**src/rtl/cdb_arbiter_if.sv**
```systemverilog
// cdb_arbiter_if: requester-side bundle of the CDB arbiter.
//   master : functional units / recovery logic (drive req, urgent, flush;
//            observe grant, port mapping and the overflow flag)
//   slave  : cdb_arbiter
// Signals:
//   flush           - mispredict recovery, active-high
//   req[i]          - requester i has a result ready this cycle
//   urgent[i]       - requester i cannot stall (only meaningful with req[i])
//   grant[i]        - requester i owns a CDB port this cycle
//   cdb_valid[p]    - port p carries a result this cycle
//   cdb_sel[p]      - requester index driving port p (0 when port idle)
//   urgent_overflow - sticky: more urgent requests than ports were seen
interface cdb_arbiter_if #(
    parameter int NUM_REQ = 8,
    parameter int NUM_CDB = 2
);
    localparam int SEL_W = (NUM_REQ > 1) ? $clog2(NUM_REQ) : 1;

    logic                              flush;
    logic [NUM_REQ-1:0]                req;
    logic [NUM_REQ-1:0]                urgent;
    logic [NUM_REQ-1:0]                grant;
    logic [NUM_CDB-1:0]                cdb_valid;
    logic [NUM_CDB-1:0][SEL_W-1:0]     cdb_sel;
    logic                              urgent_overflow;

    modport master (
        output flush, req, urgent,
        input  grant, cdb_valid, cdb_sel, urgent_overflow
    );

    modport slave (
        input  flush, req, urgent,
        output grant, cdb_valid, cdb_sel, urgent_overflow
    );
endinterface

```
**src/rtl/cdb_arbiter.sv**
```systemverilog
// cdb_arbiter: allocates NUM_CDB common-data-bus ports per cycle among
// NUM_REQ functional-unit result requesters.
//   Priority: urgent (ascending index) > starving (rotated) > rest (rotated).
//   Grants and port selects are combinational (same-cycle feedback to the
//   issue allocators); the round-robin pointer, per-requester wait counters
//   and the sticky overflow flag are registered.
// Ports:
//   clock - sole clock, posedge
//   reset - synchronous, active-low
//   bus   - cdb_arbiter_if.slave (flush, req, urgent, grant, cdb_valid,
//           cdb_sel, urgent_overflow)
module cdb_arbiter #(
    parameter int NUM_REQ      = 8,
    parameter int NUM_CDB      = 2,
    parameter int STARVE_LIMIT = 7
) (
    input  logic          clock,
    input  logic          reset,
    cdb_arbiter_if.slave  bus
);
    localparam int SEL_W = (NUM_REQ > 1) ? $clog2(NUM_REQ) : 1;
    localparam int CNT_W = $clog2(STARVE_LIMIT + 1);
    localparam logic [CNT_W-1:0] LIMIT = CNT_W'(STARVE_LIMIT);

    logic [SEL_W-1:0]                r_rr_ptr;
    logic [NUM_REQ-1:0][CNT_W-1:0]   r_wait_cnt;
    logic                            r_ovf;

    logic [NUM_REQ-1:0]              w_r;
    logic [NUM_REQ-1:0]              w_urg;
    logic [NUM_REQ-1:0]              w_starve;
    logic [NUM_REQ-1:0]              w_grant;
    logic [NUM_CDB-1:0]              w_valid;
    logic [NUM_CDB-1:0][SEL_W-1:0]   w_sel;
    logic                            w_rr_move;
    logic [SEL_W-1:0]                w_rr_next;
    logic                            w_ovf_hit;

    // Reset and flush both mask every request, which forces all outputs
    // to zero and lets the counters see "no request" for free.
    assign w_r   = (reset && !bus.flush) ? bus.req : '0;
    assign w_urg = w_r & bus.urgent;

    for (genvar i = 0; i < NUM_REQ; i++) begin : g_starve
        assign w_starve[i] = w_r[i] & ~bus.urgent[i] & (r_wait_cnt[i] == LIMIT);
    end

    assign w_ovf_hit = ($countones(w_urg) > NUM_CDB);

    // Three-phase port fill. max_k tracks the furthest rotated position
    // granted in phases 2/3; urgent grants never move the pointer.
    always_comb begin
        int   nports;
        int   idx;
        int   max_k;
        logic cand;
        w_grant   = '0;
        w_valid   = '0;
        w_sel     = '0;
        nports    = 0;
        max_k     = -1;
        idx       = 0;
        cand      = 1'b0;

        for (int i = 0; i < NUM_REQ; i++) begin
            if (w_urg[i] && nports < NUM_CDB) begin
                w_grant[i]     = 1'b1;
                w_valid[nports] = 1'b1;
                w_sel[nports]   = SEL_W'(i);
                nports         = nports + 1;
            end
        end

        for (int ph = 0; ph < 2; ph++) begin
            for (int k = 0; k < NUM_REQ; k++) begin
                idx  = (int'(r_rr_ptr) + k) % NUM_REQ;
                cand = (ph == 0) ? w_starve[idx] : w_r[idx];
                if (cand && !w_grant[idx] && nports < NUM_CDB) begin
                    w_grant[idx]    = 1'b1;
                    w_valid[nports] = 1'b1;
                    w_sel[nports]   = SEL_W'(idx);
                    nports          = nports + 1;
                    if (k > max_k) max_k = k;
                end
            end
        end

        w_rr_move = (max_k >= 0);
        w_rr_next = SEL_W'((int'(r_rr_ptr) + max_k + 1) % NUM_REQ);
    end

    always_ff @(posedge clock) begin
        if (!reset) begin
            r_rr_ptr   <= '0;
            r_wait_cnt <= '0;
            r_ovf      <= 1'b0;
        end else if (bus.flush) begin
            r_rr_ptr   <= '0;
            r_wait_cnt <= '0;
        end else begin
            if (w_rr_move) r_rr_ptr <= w_rr_next;
            if (w_ovf_hit) r_ovf    <= 1'b1;
            for (int i = 0; i < NUM_REQ; i++) begin
                if (w_grant[i] || !w_r[i])
                    r_wait_cnt[i] <= '0;
                else if (r_wait_cnt[i] != LIMIT)
                    r_wait_cnt[i] <= r_wait_cnt[i] + 1'b1;
            end
        end
    end

    assign bus.grant           = w_grant;
    assign bus.cdb_valid       = w_valid;
    assign bus.cdb_sel         = w_sel;
    assign bus.urgent_overflow = r_ovf;
endmodule
```
**src/flat_wrapper.sv**
```systemverilog
// flat-port wrapper written by rule: the top's interface ports become plain ports
module cdb_arbiter_flat 
#(
    parameter int NUM_REQ      = 8,
    parameter int NUM_CDB      = 2,
    parameter int STARVE_LIMIT = 7
)
  (clock, reset, bus_flush, bus_req, bus_urgent, bus_grant, bus_cdb_valid, bus_cdb_sel, bus_urgent_overflow);
  cdb_arbiter_if #(.NUM_REQ(NUM_REQ), .NUM_CDB(NUM_CDB)) bus_i ();
  input  logic clock;
  input  logic reset;
  input wire logic [$bits(bus_i.flush)-1:0] bus_flush;
  input wire logic [$bits(bus_i.req)-1:0] bus_req;
  input wire logic [$bits(bus_i.urgent)-1:0] bus_urgent;
  output wire logic [$bits(bus_i.grant)-1:0] bus_grant;
  output wire logic [$bits(bus_i.cdb_valid)-1:0] bus_cdb_valid;
  output wire logic [$bits(bus_i.cdb_sel)-1:0] bus_cdb_sel;
  output wire logic [$bits(bus_i.urgent_overflow)-1:0] bus_urgent_overflow;
  assign bus_i.flush = bus_flush;
  assign bus_i.req = bus_req;
  assign bus_i.urgent = bus_urgent;
  assign bus_grant = bus_i.grant;
  assign bus_cdb_valid = bus_i.cdb_valid;
  assign bus_cdb_sel = bus_i.cdb_sel;
  assign bus_urgent_overflow = bus_i.urgent_overflow;
  cdb_arbiter #(.NUM_REQ(NUM_REQ), .NUM_CDB(NUM_CDB), .STARVE_LIMIT(STARVE_LIMIT)) u_core (.clock(clock), .reset(reset), .bus(bus_i));
endmodule
```
**config.mk**
```make
export PLATFORM = sky130hd
export DESIGN_NAME = cdb_arbiter_flat
export DESIGN_NICKNAME = d
export VERILOG_FILES = /design/src/rtl/cdb_arbiter_if.sv /design/src/rtl/cdb_arbiter.sv /design/src/flat_wrapper.sv
export SDC_FILE = /design/constraint.sdc
export NUM_CORES = 1
export LEC_CHECK = 0
export ABC_AREA = 1
export CORE_MARGIN = 5
export CORE_UTILIZATION = 40
export CTS_BUF_LIST = sky130_fd_sc_hd__clkbuf_8
export DETAILED_ROUTE_END_ITERATION = 10
export PLACE_DENSITY = 0.62
export SLEW_MARGIN = 20
export SYNTH_ARGS = -nofsm -noshare
export SYNTH_HDL_FRONTEND = slang
export SYNTH_SLANG_ARGS = --single-unit
```
**constraint.sdc**
```tcl
create_clock -name clock -period 24.9 [get_ports clock]
set_clock_uncertainty 0.1 [all_clocks]
set_input_delay 3.735 -clock clock [delete_from_list [all_inputs] [get_ports clock]]
set_output_delay 3.735 -clock clock [all_outputs]
set_load 0.02 [all_outputs]
```
# Word level (Yosys, flattened, before mapping)
# Cells that the tools add are included.
[classes]
n_eq_ne = 16
n_bitwise = 89
reduce_logical = 121
n_addsub = 46
order_cmp = 102
muxes = 341
[ops]
columns = ["cell", "count"]
rows = [
  ["32-bit 2-to-1 mux", 53],
  ["32-bit by 3-bit < comparator with 1-bit output, second input constant", 44],
  ["32-bit by 1-bit >= comparator with 1-bit output, second input constant", 23],
  ["32-bit by 2-bit adder with 32-bit output, second input constant", 21],
  ["4-bit by 32-bit > comparator with 1-bit output, first input constant", 8],
  ["8-bit 2-to-1 mux", 17],
  ["6-bit 2-to-1 mux", 22],
  ["3-bit by 32-bit > comparator with 1-bit output, first input constant", 4],
  ["8-bit OR", 16],
  ["1-bit 2-to-1 mux", 100],
  ["32-bit adder", 3],
  ["1-bit binary-select mux with 3-bit select", 32],
  ["6-bit bitwise mux", 16],
  ["1-bit logical AND", 71],
  ["3-bit demux with 1-bit select", 23],
  ["3-bit 2-to-1 mux", 23],
  ["2-bit by 32-bit > comparator with 1-bit output, first input constant", 2],
  ["2-bit 2-to-1 mux", 23],
  ["2-bit OR", 23],
  ["3-bit OR reduction", 15],
  ["4-bit by 5-bit < comparator with 1-bit output, second input constant", 7],
  ["1-bit by 32-bit > comparator with 1-bit output, first input constant", 1],
  ["32-bit by 3-bit > comparator with 1-bit output, second input constant", 1],
  ["4-bit by 1-bit >= comparator with 1-bit output, second input constant", 7],
  ["other kinds (30)", 160],
]
[totals]
inputBits = 19
output_inout_bits = 17
elab_cells = 725
register_bits = 28

# Depth between registers and ports, before layout
# Gate-level depths: netlist (run 1).
[depth]
depth_word = 138
mapped_depth = 125
mapped_depth_nobuf = 119

# Worst setup path before layout (run 1)
# OpenSTA, ideal clock, no wires.
[synth_timing]
kind = "input to output"
start = "in reset"
end = "out bus_cdb_sel[0]"
t_arrival_ns = 18.338
stages = 106
setup_slack_ns = 2.727
path_buffers = 3
t_required_ns = 21.065
path_cell_list = "inv_2 -> nor2_2 -> buf_6 -> nand2_1 -> nor2_1 -> ha_1 -> nor2_2 -> inv_1 -> fa_1 -> inv_1 -> ha_1 -> nand2_1 -> nand2_2 -> nor2_2 -> nand2_1 -> nor2_1 -> inv_1 -> nand2_1 -> [... 70 more ...] -> inv_1 -> ha_1 -> a21oi_4 -> nand3b_1 -> nor2_2 -> nand3_2 -> nor2_2 -> or2_1 -> inv_1 -> ha_1 -> nand3b_1 -> nand4_1 -> nand3_1 -> nor2_4 -> nand4_4 -> buf_6 -> nor2_4 -> mux2i_1"
[synth_between]
elab_chain_cells = 135
elab_cells_between_ends = 435
classes_between = "add/sub (22); order compare (69); mux (224); bitwise (41); reduce/logical (79)"
[synth_lines]
columns = ["item", "line", "source"]
rows = [
  ["start: declaration", "flat_wrapper.sv:11", "input logic reset;"],
  ["1-bit logical AND (*)", "cdb_arbiter.sv:41", "assign w_r = (reset && !bus.flush) ? bus.req : '0;"],
  ["8-bit 2-to-1 mux (*)", "cdb_arbiter.sv:41", ""],
  ["branches (longest 132 deep; another with 32-bit by 3-bit < comparator with 1-bit output)", "n/a", ""],
  ["6-bit 2-to-1 mux (*)", "cdb_arbiter.sv:78", "if (cand && !w_grant[idx] && nports < NUM_CDB) begin"],
  ["end: declaration", "flat_wrapper.sv:17", "output wire logic [$bits(bus_i.cdb_sel)-1:0] bus_cdb_sel;"],
]
# Every way passes the cells marked *. The select of a mux whose other input is x is not followed.

# Worst setup path after layout (run 1)
[layout_timing]
start = "in bus_flush"
end = "out bus_grant[4]"
[layout_between]
elab_chain_cells = 136
elab_cells_between_ends = 275
classes_between = "add/sub (22); order compare (23); mux (140); bitwise (33); reduce/logical (57)"
[layout_lines]
columns = ["item", "line", "source"]
rows = [
  ["start: declaration", "flat_wrapper.sv:12", "input wire logic [$bits(bus_i.flush)-1:0] bus_flush;"],
  ["1-bit logical NOT (*)", "cdb_arbiter.sv:41", ""],
  ["1-bit logical AND (*)", "cdb_arbiter.sv:41", ""],
  ["8-bit 2-to-1 mux (*)", "cdb_arbiter.sv:41", ""],
  ["branches (longest 132 deep; another with 32-bit by 3-bit < comparator with 1-bit output)", "n/a", ""],
  ["8-bit 2-to-1 mux (*)", "cdb_arbiter.sv:78", ""],
  ["end: declaration", "flat_wrapper.sv:15", "output wire logic [$bits(bus_i.grant)-1:0] bus_grant;"],
]
# Marks and branches as above.

==> summary.txt, run 1 <==
Worst setup path
  • Critical path's slowest cell: clkdlybuf4s50_1
  • Crit path max fanout: 17
  • Reg-to-Reg End: u_core.r_rr_ptr[2]$_SDFFE_PP0P_
  • Crit. path cell count: 109
  • Crit path required time: 21,060 ps
  • Critical Path Source: bus_flush
  • WS Path Type: in -> out
  • Reg2reg start: u_core.r_rr_ptr[1]$_SDFFE_PP0P_
  • Setup crit end: bus_grant[4]
  • Reg-to-reg setup timing slack: 10,980 ps
  • Crit path max-delay family: simple AND/OR/NAND/NOR gates
  • Worst-case reg-to-reg path depth: 85
  • Slowest stage delay, CP: 470 ps
  • Buf/Inv on CP: 27
  • CP Capture Type: output pin
  • CP Launch Type: input pin
  • CP arrival: 19,550 ps

Clocking
  • CTS Buf Count: 3
  • Clk root buf: clkbuf_8
  • Clock buffer depth: 2
  • H-tree levels: 1
  • CTS sink count: 28
  • CTS Hold Buffers Added: 0
  • Clock Pin Slew Worst Setup and Hold Paths: 100 ps
  • CTS tree: done
  • Worst-Skew Late Latency: 290 ps

Die
  • Row Count: 53
  • Initial Utilization: 40.6%
  • Width of the die: 156 um
  • Die height: 156 um
  • Core region area: 21,000 um2
  • # IOs: 36
  • Die area: 24,300 um2

Route
  • Drt first-iter violations: 972
  • Detail-routed via count per cell: 5.73
  • DR vias: 10,187
  • Routed length per instance: 19.1 um
  • DRC: 0
  • ANT nets after route: 0
  • Routed WL: 33,900 um
  • First drt pass iteration count: 7

Finish
  • Final core occ: 44.0%
  • Post-Layout Cell Count: 1,777
  • NumNets Final: 1,584
  • Commonest non-fill, non-tap cell in the layout: nand2_1
  • Most frequent cells in the layout: nand2_1 (413), inv_1 (194), nand3_1 (131)
  • Layout cells sized above 1: 12.1%
  • ANT cells: 0
  • FF+latch area: 562 um2
  • Layout Cell Area excl Fill: 9250 um2
  • Area occupied by multi-input gates: 6870 um2
  • Fillers: 2,323
  • Area Growth Syn to Fin: 8.50%

Synthesis
  • Yosys warns: 0
  • Post-synth EDFFs: 0
  • Synth top area share: 18.3%
  • Post-synthesis sequential area ratio: 6.57%
  • Synth area leader: nand2_1
  • Primary FF master, synth: dfxtp_1
  • Synth unique cells: 62
  • Cells after synthesis: 1,477
  • Ys async rst share: 0%
  • FF+latch count, synth: 28
  • Syn Area/Cell: 5.77 um2
  • Top cells by area, synth: nand2_1 (18%), inv_1 (8.6%), ha_1 (8.4%)
  • Synthesized area: 8530 um2
  • Syn Nets: 1,558

STA
  • Max-slew violations: 0
  • Peak Freq: 42.8 MHz
  • Tightest Pin Transition: 1140 ps
  • Final setup violation count: 0
  • Hold Vio Cnt, Final: 0
  • Slew margin rel.: 23.8%
  • Final Critical Period: 23,380 ps
  • Period utilisation layout: 93.9%

Status
  • Outcome: completed

Flow run
  • # Max-Cap Violations: 0

Placed design
  • Detail Placement HPWL: 27,100 um
  • Gpl congestion: 1.06
  • Placed Area: 9040 um2
  • I/O Buffers: 35
  • Post-Place Cells: 1,765

Global route
  • Global-route wire length before repair: 53,200 um
  • Global-route congestion overflow total: 0
  • Vias in the first global route: 9,653
  • Gr usage total: 27.4%
  • Largest net degree at the start of global routing: 70
  • Initial antenna violation count: 0

Hold path
  • Tightest Hold Check Type: reg -> reg
-- per-stage QoR --
stage	TNS (ps)	hold slack, ps	worst slack (ps)
after floorplan	0	383	2730
after global placement	0	396	43.1
after detailed placement	-2820	382	-270
after CTS	0	419	99.6
after global routing	-215	455	-58.2
final	0	414	1520
-- cell type report --
| cell class | count | share of cell area [%] |
|---|---|---|
| clock buffer | 3 | 0.446 |
| clock inverter | 1 | 0.325 |
| inverter | 216 | 8.79 |
| multi-input combinational | 1186 | 74.2 |
| sequential | 28 | 6.07 |
| tap | 275 | 3.72 |
| timing repair buffer | 68 | 6.41 |
-- routing by layer --
layer	share of wire [%]	vias up	global-route usage (%)
met1	43	4610	36.5
met5	0	-	0
met4	3.9	0	9.96
met3	9.1	81	3.80
met2	44	502	45.0
li1	-	4994	-
-- state kept, by name (all words and copies together), names as in the netlist --
| signal | cells |
|---|---|
| u_core.bus.urgent_overflow | 1 |
| u_core.r_rr_ptr | 3 |
| u_core.r_wait_cnt | 24 |
-- cell families (layout without fill, tap and decap cells) --
group | count (synthesis) | count (layout) | synth area share, %
simple gates | 823 | 823 | 46.1
flops | 28 | 28 | 6.57
buf+inv | 263 | 288 | 13.9
compound gates | 270 | 270 | 20.3
xor+xnor | 9 | 9 | 0.924
mux | 22 | 22 | 2.58
fa+ha+maj | 62 | 62 | 9.54
-- cells in the mapped netlist (12+ instances only) --
cell	n
nand2_1	415
mux2i_1	22
inv_2	14
inv_1	195
nand2_2	29
nand3_1	131
a21oi_1	36
nor2_1	98
o21bai_1	20
nand4_1	53
clkbuf_1	12
ha_1	57
o21ai_1	15
o21ai_0	103
nand3_2	13
nor2_2	16
dfxtp_1	28
buf_6	19
o211ai_1	64
nor3_1	20
-- worst min-delay path, delay by kind of cell (launching register included) --
kind	cells	cell delay, ps
flip-flops	1	350
AND/OR/NAND/NOR	1	80
AO/OA/AOI/OAI	1	50
-- worst min-delay path by stage --
stage / to / startpoint / slack (ps) / cells after the start
final: u_core.bus.urgent_overflow$_SDFFE_PN0P_ / u_core.bus.urgent_overflow$_SDFFE_PN0P_ / 410 / 2
after global placement: u_core.r_wait_cnt[7]$_SDFFE_PP0P_ / u_core.r_wait_cnt[7]$_SDFFE_PP0P_ / 400 / 2
after detailed placement: u_core.bus.urgent_overflow$_SDFFE_PN0P_ / u_core.bus.urgent_overflow$_SDFFE_PN0P_ / 380 / 2
after floorplan: u_core.r_wait_cnt[10]$_SDFFE_PP0P_ / u_core.r_wait_cnt[10]$_SDFFE_PP0P_ / 380 / 2
after global routing: u_core.r_wait_cnt[7]$_SDFFE_PP0P_ / u_core.r_wait_cnt[7]$_SDFFE_PP0P_ / 450 / 2
after CTS: u_core.bus.urgent_overflow$_SDFFE_PN0P_ / u_core.bus.urgent_overflow$_SDFFE_PN0P_ / 420 / 2
-- timing repair --
action | 4_1_cts | 5_1_grt
resized for setup | 3 | 45
setup endpoints to repair | 16 | 16
buffers inserted | 2 | 6
pin swaps | 0 | 6
Power of run 1 is not shown: default switching activity piles up to over one toggle a cycle in this logic, so the estimate is an artifact.
==> inputs of run 2 (changes only) <==
--- a/config.mk
+++ b/config.mk
@@ -11,7 +11,8 @@
 export CTS_BUF_LIST = sky130_fd_sc_hd__clkbuf_8
 export DETAILED_ROUTE_END_ITERATION = 10
 export PLACE_DENSITY = 0.62
-export SLEW_MARGIN = 20
+export SETUP_SLACK_MARGIN = 0.02
+export SLEW_MARGIN = 10
 export SYNTH_ARGS = -nofsm -noshare
 export SYNTH_HDL_FRONTEND = slang
 export SYNTH_SLANG_ARGS = --single-unit
==> run 2 against run 1 <==
Effect of this change: critical path depth fell by 6; flip-flop and latch count did not move; first-iteration DRC count fell by 4.3%; global-route usage did not move; sequential share of layout area barely moved; register-to-register slack barely moved.
==> summary.txt, run 2 (same netlist as run 1, synthesis figures left out) <==
Status
  • Outcome: completed

Placed design
  • Detail Placement HPWL: 27,100 um
  • I/O Buffers: 35
  • Post-placement worst setup slack: -270 ps
  • Gpl congestion: 1.06

Die
  • # IOs: 36
  • Initial Utilization: 40.6%
  • Width of the die: 156 um
  • Die height: 156 um
  • Die area: 24,300 um2
  • Core region area: 21,000 um2
  • Row Count: 53

Route
  • First drt pass iteration count: 6
  • Routed length per instance: 19.0 um
  • ANT nets after route: 0
  • DRC: 0
  • Drt first-iter violations: 930
  • Routed WL: 33,800 um
  • DR vias: 10,198
  • Detail-routed via count per cell: 5.74

Clocking
  • H-tree levels: 1
  • Worst-Skew Late Latency: 290 ps
  • Clk root buf: clkbuf_8
  • CTS tree: done
  • CTS sink count: 28
  • CTS Hold Buffers Added: 0
  • CTS Buf Count: 3
  • Clock buffer depth: 2
  • Clock Pin Slew Worst Setup and Hold Paths: 100 ps

Finish
  • Commonest non-fill, non-tap cell in the layout: nand2_1
  • ANT cells: 0
  • Layout cells sized above 1: 12.1%
  • Area Growth Syn to Fin: 8.69%
  • NumNets Final: 1,584
  • Most flop-heavy register: u_core.r_wait_cnt
  • Area occupied by multi-input gates: 6880 um2
  • Largest register FFs: 24
  • FF+latch area: 562 um2
  • Fillers: 2,320
  • Final core occ: 44.1%
  • Most frequent cells in the layout: nand2_1 (413), inv_1 (194), nand3_1 (131)

Global route
  • Vias in the first global route: 9,653
  • Gr usage total: 27.4%
  • Global-route wire length before repair: 53,200 um
  • Global-route congestion overflow total: 0
  • Initial antenna violation count: 0
  • Largest net degree at the start of global routing: 70

Hold path
  • Tightest Hold Check Type: reg -> reg

STA
  • Period utilisation layout: 93.8%
  • Final Critical Period: 23,360 ps
  • Tightest Pin Transition: 1220 ps
  • Hold Vio Cnt, Final: 0
  • Slew margin rel.: 17.9%
  • Hold slack: 414 ps
  • Peak Freq: 42.8 MHz
  • Fin worst setup slack: 1540 ps
  • Final setup violation count: 0
  • Max-slew violations: 0
  • TNS Setup: 0 ps

Flow run
  • # Max-Cap Violations: 0

Worst setup path
  • CP Launch Type: input pin
  • CP Capture Type: output pin
  • Cell mode on critical path: nand2_1
  • WS Path Type: in -> out
  • Slowest stage delay, CP: 470 ps
  • Critical path's slowest cell: clkdlybuf4s50_1
  • CP arrival: 19,530 ps
  • Crit path required time: 21,060 ps
  • Crit path max fanout: 11
-- run 2: changes by cell type in the layout (fill, tap and decap cells not counted) --
cell	delta
nor2_2	-1
nor2_4	+1
o2111ai_2	-1
o2111ai_4	+1
-- run 2: layout make-up --
type,instances,area share (%)
clock buffer,3,0.446
clock inverter,1,0.324
inverter,216,8.78
multi-input combinational,1186,74.3
sequential,28,6.06
tap,275,3.71
timing repair buffer,68,6.40
-- run 2: per-stage QoR --
stage          instances  cell area (um2)
6_report            1777             9270
5_1_grt             1777             9270
4_1_cts             1771             9150
3_5_place_dp        1765             9040
3_3_place_gp        1765             9040
2_1_floorplan       1477             8530
-- run 2: path summary, 6_finish.rpt --
path / start / end / slack (ps) / depth (start not counted)
worst max-delay path: bus_flush / bus_grant[4] / 1540 / 103
worst min-delay path: u_core.bus.urgent_overflow$_SDFFE_PN0P_ / u_core.bus.urgent_overflow$_SDFFE_PN0P_ / 410 / 2
worst max register to register: u_core.r_rr_ptr[1]$_SDFFE_PP0P_ / u_core.r_rr_ptr[2]$_SDFFE_PP0P_ / 10990 / 85
worst min register to register: u_core.bus.urgent_overflow$_SDFFE_PN0P_ / u_core.bus.urgent_overflow$_SDFFE_PN0P_ / 410 / 2
-- run 2: worst max-delay path, delay by kind of cell --
family / cells / cell delay, ps
fa+ha+maj: 13 / 3610
compound gates: 5 / 1080
buf+inv: 25 / 2820
simple gates: 60 / 8250
-- run 2: per-layer routing --
| metal | vias up | GRT usage (%) | routed length (um) |
|---|---|---|---|
| met4 | 0 | 9.96 | 1320 |
| met1 | 4609 | 36.5 | 14300 |
| met2 | 509 | 45.0 | 15100 |
| met3 | 83 | 3.80 | 3080 |
| met5 | - | 0 | 0 |
| li1 | 4997 | - | - |
-- run 2: timing repair --
action | 4_1_cts | 5_1_grt
cloned | 0 | 0
gates resized for setup | 3 | 47
buffers inserted | 2 | 6
endpoints found under the setup margin | 16 | 16
pin swaps | 0 | 6
Power of run 2 is left out for the same reason.
